===== src/rtl/rt_fragment_writer.sv =====
// Fragment stream sink: buffers render-core fragments in a FIFO and writes them
// sequentially into a linear framebuffer, checking stream length against the programmed count.
module rt_fragment_writer #(
    parameter int FIFO_DEPTH = 16,
    parameter int BURST_LEN  = 8
) (
    input  logic        clk,
    input  logic        resetn,
    input  logic        start,
    input  logic [31:0] base_addr,
    input  logic [31:0] pixel_count,
    input  logic        frag_valid,
    output logic        frag_ready,
    input  logic        frag_last,
    input  logic [31:0] frag_data,
    output logic        mem_valid,
    input  logic        mem_ready,
    output logic [31:0] mem_addr,
    output logic [31:0] mem_data,
    output logic        mem_last,
    output logic        busy,
    output logic        done,
    output logic        err_len
);

    localparam int AW = $clog2(FIFO_DEPTH);

    localparam logic [1:0] S_IDLE  = 2'd0;
    localparam logic [1:0] S_RUN   = 2'd1;
    localparam logic [1:0] S_DRAIN = 2'd2;
    localparam logic [1:0] S_DONE  = 2'd3;

    logic [1:0]    state;
    logic [31:0]   base;
    logic [31:0]   total;
    logic [31:0]   in_count;
    logic [31:0]   out_count;
    logic [31:0]   in_next;
    logic [AW-1:0] wr_ptr;
    logic [AW-1:0] rd_ptr;
    logic [AW:0]   occupancy;
    logic          fifo_full;
    logic          fifo_empty;
    logic          accept;
    logic          pop;
    logic          final_frag;
    logic          burst_end;

    // Each entry carries the payload plus a flag marking the frame's final fragment.
    logic [32:0]   fifo_mem [FIFO_DEPTH];
    logic [32:0]   head;

    assign fifo_full  = (occupancy == (AW+1)'(FIFO_DEPTH));
    assign fifo_empty = (occupancy == '0);
    assign head       = fifo_mem[rd_ptr];

    assign frag_ready = (state == S_RUN) && !fifo_full;
    assign accept     = frag_valid && frag_ready;
    assign in_next    = in_count + 32'd1;
    assign final_frag = frag_last || (in_next == total);

    assign busy       = (state == S_RUN) || (state == S_DRAIN);
    assign done       = (state == S_DONE);
    assign mem_valid  = busy && !fifo_empty;
    assign pop        = mem_valid && mem_ready;
    assign burst_end  = ((out_count & 32'(BURST_LEN - 1)) == 32'(BURST_LEN - 1));

    // Outputs are forced to zero while nothing is presented so stale FIFO words never leak.
    assign mem_data   = mem_valid ? head[31:0] : '0;
    assign mem_addr   = mem_valid ? (base + {out_count[29:0], 2'b00}) : '0;
    assign mem_last   = mem_valid && (burst_end || head[32]);

    always_ff @(posedge clk) begin
        if (accept) begin
            fifo_mem[wr_ptr] <= {final_frag, frag_data};
        end
    end

    always_ff @(posedge clk or negedge resetn) begin
        if (!resetn) begin
            state     <= S_IDLE;
            base      <= '0;
            total     <= '0;
            in_count  <= '0;
            out_count <= '0;
            wr_ptr    <= '0;
            rd_ptr    <= '0;
            occupancy <= '0;
            err_len   <= 1'b0;
        end else begin
            if (accept) begin
                wr_ptr   <= wr_ptr + AW'(1);
                in_count <= in_next;
            end
            if (pop) begin
                rd_ptr    <= rd_ptr + AW'(1);
                out_count <= out_count + 32'd1;
            end
            case ({accept, pop})
                2'b10:   occupancy <= occupancy + (AW+1)'(1);
                2'b01:   occupancy <= occupancy - (AW+1)'(1);
                default: occupancy <= occupancy;
            endcase

            case (state)
                S_IDLE: begin
                    if (start) begin
                        base      <= base_addr;
                        total     <= pixel_count;
                        in_count  <= '0;
                        out_count <= '0;
                        err_len   <= 1'b0;
                        state     <= (pixel_count == 32'd0) ? S_DONE : S_RUN;
                    end
                end
                S_RUN: begin
                    if (accept && final_frag) begin
                        state <= S_DRAIN;
                        if (frag_last != (in_next == total)) begin
                            err_len <= 1'b1;
                        end
                    end
                end
                // Leave on the edge that retires the last entry so done follows the final write by one cycle.
                S_DRAIN: begin
                    if (fifo_empty || (occupancy == (AW+1)'(1) && pop)) begin
                        state <= S_DONE;
                    end
                end
                S_DONE:  state <= S_IDLE;
                default: state <= S_IDLE;
            endcase
        end
    end

endmodule


===== config.mk =====
export PLATFORM = sky130hd
export DESIGN_NAME = rt_fragment_writer
export DESIGN_NICKNAME = d
export VERILOG_FILES = /design/src/rtl/rt_fragment_writer.sv
export SDC_FILE = /design/constraint.sdc
export NUM_CORES = 1
export LEC_CHECK = 0
export ABC_CLOCK_PERIOD_IN_PS = 4700
export CORE_MARGIN = 3
export CORE_UTILIZATION = 62
export CTS_BUF_LIST = sky130_fd_sc_hd__clkbuf_2
export DETAILED_ROUTE_END_ITERATION = 10
export PLACE_DENSITY = 0.83
export SKIP_CTS_REPAIR_TIMING = 1
export SLEW_MARGIN = 40
export SYNTH_ARGS = -nofsm -noshare
export SYNTH_HDL_FRONTEND = slang
export SYNTH_SLANG_ARGS = --single-unit

===== constraint.sdc =====
create_clock -name clk -period 4.7 [get_ports clk]
set_input_delay 0.94 -clock clk [delete_from_list [all_inputs] [get_ports clk]]
set_output_delay 0.94 -clock clk [all_outputs]
set_load 0.1 [all_outputs]

==> results of run 1 <==
## metal layers
layer  wire length, µm  vias to the layer above  global-route usage, %
met5                34                        -                      0
met4              2117                        4                  10.77
met3              6936                      152                  6.739
met2             35340                     1030                  44.57
met1             26090                     8931                  37.65
li1                  -                     7786                      -
## cell families (layout without fill, tap and decap cells)
| logic type | after synthesis | count (layout) | synth area share, % |
|---|---|---|---|
| DFF | 670 | 670 | 67.05 |
| and+or+nand+nor | 589 | 589 | 9.604 |
| muxes | 167 | 167 | 12.91 |
| AOI/OAI and AO/OA | 143 | 143 | 3.052 |
| xor gates and xnor gates | 130 | 130 | 3.933 |
| buffers and inverters | 104 | 550 | 1.396 |
| adders and majority gates | 47 | 47 | 2.057 |
| other | 0 | 5 | 0 |
## worst max-delay path by stage
stage                            start            to  slack [ns]
after floorplan               state[0]  mem_addr[18]        0.19
after global placement     in_count[0]      state[1]        0.80
after detailed placement   in_count[0]      state[1]        0.59
after CTS                 out_count[4]  mem_addr[29]       -0.76
after global routing           base[3]  mem_addr[27]       -0.49
final                          base[3]  mem_addr[22]       -0.32
## power groups by stage
stage	sequential, W	combinational, W	clock (W)
detailed placement	0.00763	0.0104	0
finish	0.00740	0.0111	0.00367
global route	0.00746	0.0116	0.00406
floorplan	0.00726	0.00740	0
CTS	0.00751	0.0104	0.00372
global placement	0.00760	0.0103	0
## cell usage in the layout (no fill, tap or decap), types with 5 or more instances in the layout
cell type / netlist / routed
nand2_1: 263 / 262
or3_1: 14 / 14
xor2_1: 58 / 58
and2_2: 0 / 12
nor3_2: 2 / 5
buf_6: 0 / 14
and3_1: 15 / 11
o211ai_1: 5 / 5
ha_1: 46 / 38
a21oi_2: 0 / 5
buf_4: 2 / 59
dfrtp_1: 142 / 135
clkbuf_16: 0 / 5
mux4_2: 165 / 165
clkdlybuf4s50_1: 0 / 100
nor4_1: 13 / 13
diode_2: 0 / 5
nand3_1: 32 / 31
xnor2_1: 72 / 71
nand4_1: 22 / 22
edfxtp_1: 528 / 528
ha_4: 0 / 7
clkbuf_2: 0 / 229
a21o_1: 11 / 11
and2_1: 54 / 39
nor2_1: 110 / 107
buf_2: 5 / 5
clkinv_1: 0 / 35
o21ai_0: 33 / 28
buf_12: 0 / 56
o21a_1: 10 / 10
inv_1: 23 / 22
a21oi_1: 50 / 42
inv_2: 1 / 6
nor3_1: 24 / 21
## cell type report
type,instances,area (µm²),area share [%]
inverters,24,90.09,0.2639
repair buffers,247,3038,8.899
clock inverters,50,250.2,0.7331
well taps,600,750.7,2.199
diodes,5,12.51,0.03665
flip-flops and latches,670,19420,56.90
clock buffers,229,1146,3.357
multi-input cells,1076,9424,27.61
## flip-flops by register name, indices dropped and copies added, names as in the netlist
| name | cells |
|---|---|
| err_len | 1 |
| rd_ptr | 4 |
| in_count | 32 |
| fifo_mem | 528 |
| base | 32 |
| state | 2 |
| wr_ptr | 4 |
| occupancy | 5 |
| total | 32 |
| out_count | 30 |
## critical path: cells and delay by family, from the launching register on
family                   cells  cell delay, ns
AND/OR/NAND/NOR              3            0.34
buffers and inverters        2            0.36
XOR/XNOR                     1            0.15
flip-flops                   1            0.43
AO/OA/AOI/OAI                5            1.04
adder cells (fa/ha/maj)      1            0.42
## stage by stage
step	hold slack, ns	setup TNS (ns)	instances	total power, W	worst slack, ns
finish	0.1034	-3.049	2901	0.02219	-0.3182
global route	0.08449	-5.736	2898	0.02315	-0.4880
CTS	-0.5123	-24.97	2862	0.02166	-0.7585
detailed placement	0.4641	0	2583	0.01802	0.5865
global placement	0.4524	0	2583	0.01787	0.7956
floorplan	0.4374	0	1850	0.01466	0.1874
==> run metrics, run 1 <==
Reg clk slew, reported paths=roughly 0.14 ns; library cell with the largest summed area after synthesis=edfxtp_1; Psw=0.009655 W; Max Clock Freq=0.1993 GHz; worst-case vdd ir drop=between 1 and 1.5 mV; total CTS buffers=161; Tot GR Track Use=27.83%; Pins Over Slew Limit=0; maximum root-to-sink buffer count=3; initial antenna violation count=5; Worst Clk Skew=~0.11 ns; Synth-to-Final Area Change=17.92%; Final Wtd Congestion=0.9271; Seq/Total Area, Yosys=roughly two thirds; Critical R2R Launch=in_count[0]; Avg WL per Cell=~24 µm; path depth of the worst reg2reg path=16; number of global-route vias before repair=18200; # IOs=172; Final setup viols=16; drt first pass iters=5; Post-synth EDFFs=528; fin crit period=5.018 ns; Crit Reg-Reg Endpoint=state[1]; Placed Area=around 0.032 mm²; Sw Ratio=a little over two fifths; pwr/cell area=approximately 650 mW/mm²; hold endpoint=base[21]; largest net degree at the start of global routing=97; Sequential Power Share=approximately 33%; clock group share of total power=16.5%; root buffer cell=clkbuf_2; RSZ-0062 raised after global routing=yes; HP Class=in -> reg; most common cell in the netlist=edfxtp_1; max-cap check violation count=0; P_int=0.01253 W; # rows=78; outcome=finished, violations left; Logic pwr share=50.1%; first-pass GRT wire length=approximately 100000 µm; fill count=2759; Die Y=222.1 µm; Worst-Margin Slew=0.8986 ns; die width=222.1 µm; CP required=between 3 and 4 ns; die area=0.04932 mm²; H-tree level count=4; most common library cells after synthesis=528 x edfxtp_1, 263 x nand2_1, 165 x mux4_2; synth top area cells=edfxtp_1 55%, mux4_2 13%, dfrtp_1 12%; Core ar.=about 0.046 mm²; worst setup margin=-0.3182 ns; Netlist cell types=69; share of layout cells above drive strength 1=27.79%; register-to-register setup slack=around 0.44 ns; initial DRC count=2144; clk sink count=670; Synth Net Count=1999; slew margin rel.=roughly two fifths; failing checks=setup timing; CTS tree=done; nets@finish=around 2300; top cell type's share of synthesized area=54.77%; routed vias/inst=6.171; Critical Path End Type=primary output; CP cell instances=buf_4 > fa_2 > a21oi_2 > o211ai_1 > a21oi_2 > nor2_4 > a21oi_4 > nor2_4 > a211o_1 > xnor2_1 > nor2_1 > buf_12; gr ovfl total=0; Async SR Flop Fraction=a little over a fifth; HPWL Detailed=41290 µm; fin crit share=106.8%; Critical Path Start Type=flop; total number of vias=17903; I/O Buffers=approximately 170; synthesized area per cell=15.65 µm²; Starting Density=63.24%; Hold Crit Start=base_addr[21]; Main synth FF type=edfxtp_1; worst skew pair latency=1.32 ns; yosys warns=0; CP Class=reg -> out; hold path cells=3; drc violations=0; Critical Path Fanout Max=4; DRT antenna net count=0; critical-path cell with the highest stage delay=dfrtp_1; Post-Route WL=70510 µm; worst path arrival time=4.08 ns; Pleak=12.57 nW; mapped cell area=0.02895 mm²; slowest stage delay, CP=between 0.4 and 0.5 ns; Gate Count Post-Synth=1850; final hold violations=0; fin area=0.03414 mm²; Util after Layout=~75%; register bit total from synthesis=670
(Power assumes the default switching activity.)
==> inputs of run 2 (changes only) <==
--- a/config.mk
+++ b/config.mk
@@ -6,6 +6,7 @@
 export NUM_CORES = 1
 export LEC_CHECK = 0
 export ABC_CLOCK_PERIOD_IN_PS = 4700
+export CORE_ASPECT_RATIO = 0.7
 export CORE_MARGIN = 3
 export CORE_UTILIZATION = 62
 export CTS_BUF_LIST = sky130_fd_sc_hd__clkbuf_2
==> run 2 against run 1 <==
First-iteration DRC count is 23% lower; non-clock buffer count is 6 lower; via count is 2.1% lower; the flow still finishes with violations (setup timing); critical endpoint is now mem_addr[27]; worst setup slack better by 0.20 ns.
==> run metrics, run 2 (same netlist as run 1, synthesis figures left out) <==
outcome=finished, violations left; failing checks=setup timing; clock group share of total power=17.5% (+1.0 points); CTS tree=done; maximum root-to-sink buffer count=3 (unchanged); Critical Path Fanout Max=3 (-1); Max Clock Freq=0.2076 GHz (+4.2%); initial antenna violation count=3 (-2); Final Wtd Congestion=0.9161 (-1.2%); CP required=3.76 ns (about the same); total CTS buffers=150 (-6.8%); Pleak=12.33 nW (-1.9%); Util after Layout=73.35% (-1.2 points); gr ovfl total=0 (unchanged); Worst-Margin Slew=0.8823 ns (-0.01639 ns); drt first pass iters=8 (+3); RSZ-0062 raised after global routing=yes; worst setup margin=-0.1181 ns (+0.2002 ns); routed vias/inst=6.108 (-1.0%); Core ar.=0.04554 mm² (-0.50%); Tot GR Track Use=27.66% (-0.17 points); critical-path cell with the highest stage delay=dfrtp_2; die width=264.3 µm (+19%); HPWL Detailed=41450 µm (+0.39%); cell family with most CP delay=compound AO/OA/AOI/OAI gates; Avg WL per Cell=23.65 µm (-2.7%); Psw=0.009237 W (-4.3%); Logic pwr share=47.1% (-3.0 points); most frequent cells in the layout=528 x edfxtp_1, 262 x nand2_1, 223 x clkbuf_2, 165 x mux4_2, 134 x dfrtp_1; CP Class=reg -> out; total number of vias=17525 (-2.1%); slowest stage delay, CP=0.46 ns (+0.03 ns); HP Class=in -> async; first-pass GRT wire length=104100 µm (+0.15%); CP cell instances=ha_4 > a21o_1 > nand4_1 > a311oi_2 > o31a_1 > o211ai_1 > a41oi_2 > a211oi_2 > xor2_1 > nor2_1 > buf_6; Crit Reg-Reg Endpoint=state[1]; Multi-input gate area=0.009420 mm² (about the same); die area=0.04936 mm² (about the same); commonest non-fill, non-tap cell in the layout=edfxtp_1; P_int=0.01174 W (-6.4%); max reg flops=528 (unchanged); Synth-to-Final Area Change=15.40%; Critical Path End Type=primary output; Critical Path Start Type=flop; # rows=65 (-17%); fin crit period=4.818 ns (-0.2002 ns); # IOs=172 (unchanged); Worst Clk Skew=0.06205 ns (-0.05024 ns); Worst Path Buf+Inv=1 (-1); final hold violations=0 (unchanged); DRT antenna net count=0 (unchanged); Starting Density=63.56% (+0.32 points); Biggest register=fifo_mem; Sequential Power Share=35.4% (+2.0 points); fill count=2867 (+3.9%); Sw Ratio=44.04% (+0.53 points); register area=0.01943 mm² (about the same); Critical R2R Launch=in_count[0]; clk sink count=670 (unchanged); H-tree level count=4 (unchanged); share of layout cells above drive strength 1=27.64% (-0.14 points); pwr/cell area=627.8 mW/mm² (-3.4%); worst-case vdd ir drop=0.5599 mV (-44%); root buffer cell=clkbuf_2; drc violations=0 (unchanged); Pins Over Slew Limit=0 (unchanged); worst skew pair latency=1.12 ns (-0.20 ns); worst path arrival time=3.88 ns (-0.20 ns); Reg clk slew, reported paths=0.10 ns (-0.04 ns); initial DRC count=1649 (-23%); path depth of the worst reg2reg path=16 (unchanged); Final setup viols=4 (-12); slew margin rel.=41.18% (+1.1 points); fin crit share=102.5% (-4.3 points); worst hold margin=0.3258 ns (+0.2224 ns); Post-Route WL=67860 µm (-3.8%); I/O Buffers=171 (unchanged); Die Y=186.8 µm (-16%); nets@finish=2312 (-0.73%); number of global-route vias before repair=17928 (-1.5%); max-cap check violation count=0 (unchanged); largest net degree at the start of global routing=102 (+5.2%); register-to-register setup slack=0.54 ns (+0.10 ns)
==> run 2: routing by layer <==
layer / up-vias / share of wire [%] / global-route usage [%] / wire length (µm)
li1: 7722 / - / - / -
met1: 8896 / 41 / 39.99 / 27900
met2: 795 / 49 / 43.34 / 33040
met3: 108 / 8.3 / 6.709 / 5631
met4: 4 / 1.9 / 6.995 / 1264
met5: - / 0.040 / 0 / 27
==> run 2: area by class of cell <==
cell class                 count  share of cell area, %
antenna                        5                0.03745
clock buffer                 223                  3.341
clock inverter                27                 0.6966
inverter                      24                 0.2809
multi-input combinational   1076                  28.20
sequential                   670                  58.15
tap                          603                  2.258
timing repair buffer         241                  7.037
==> run 2: through the flow <==
step                      worst slack [ns]  power (W)  area (µm²)  setup TNS, ns  instances
final                              -0.1181    0.02097       33410        -0.3011       2869
after global routing               -0.3909    0.02192       33410         -3.556       2869
after CTS                          -0.4727    0.02064       32830         -7.915       2843
after detailed placement            0.5906    0.01699       31490              0       2593
after global placement              0.7861    0.01688       31500              0       2592
after floorplan                     0.1874    0.01466       28980              0       1850
==> run 2: how the worst max path moves through the flow <==
| stage | from | endpoint | depth (start not counted) | slack (ns) |
|---|---|---|---|---|
| after floorplan | state[0] | mem_addr[18] | 6 | 0.19 |
| after global placement | in_count[0] | state[0] | 16 | 0.79 |
| after detailed placement | in_count[0] | state[1] | 16 | 0.59 |
| after CTS | out_count[0] | mem_addr[22] | 12 | -0.47 |
| after global routing | out_count[1] | mem_addr[27] | 11 | -0.39 |
| final | base[3] | mem_addr[27] | 11 | -0.12 |
==> run 2: power by group through the flow <==
stage / clock, W / combinational [W] / sequential, W
3_3_place_gp: 0 / 0.00936 / 0.00752
5_1_grt: 0.00409 / 0.0103 / 0.00748
2_1_floorplan: 0 / 0.00740 / 0.00726
6_report: 0.00367 / 0.00988 / 0.00743
4_1_cts: 0.00376 / 0.00945 / 0.00743
3_5_place_dp: 0 / 0.00943 / 0.00755
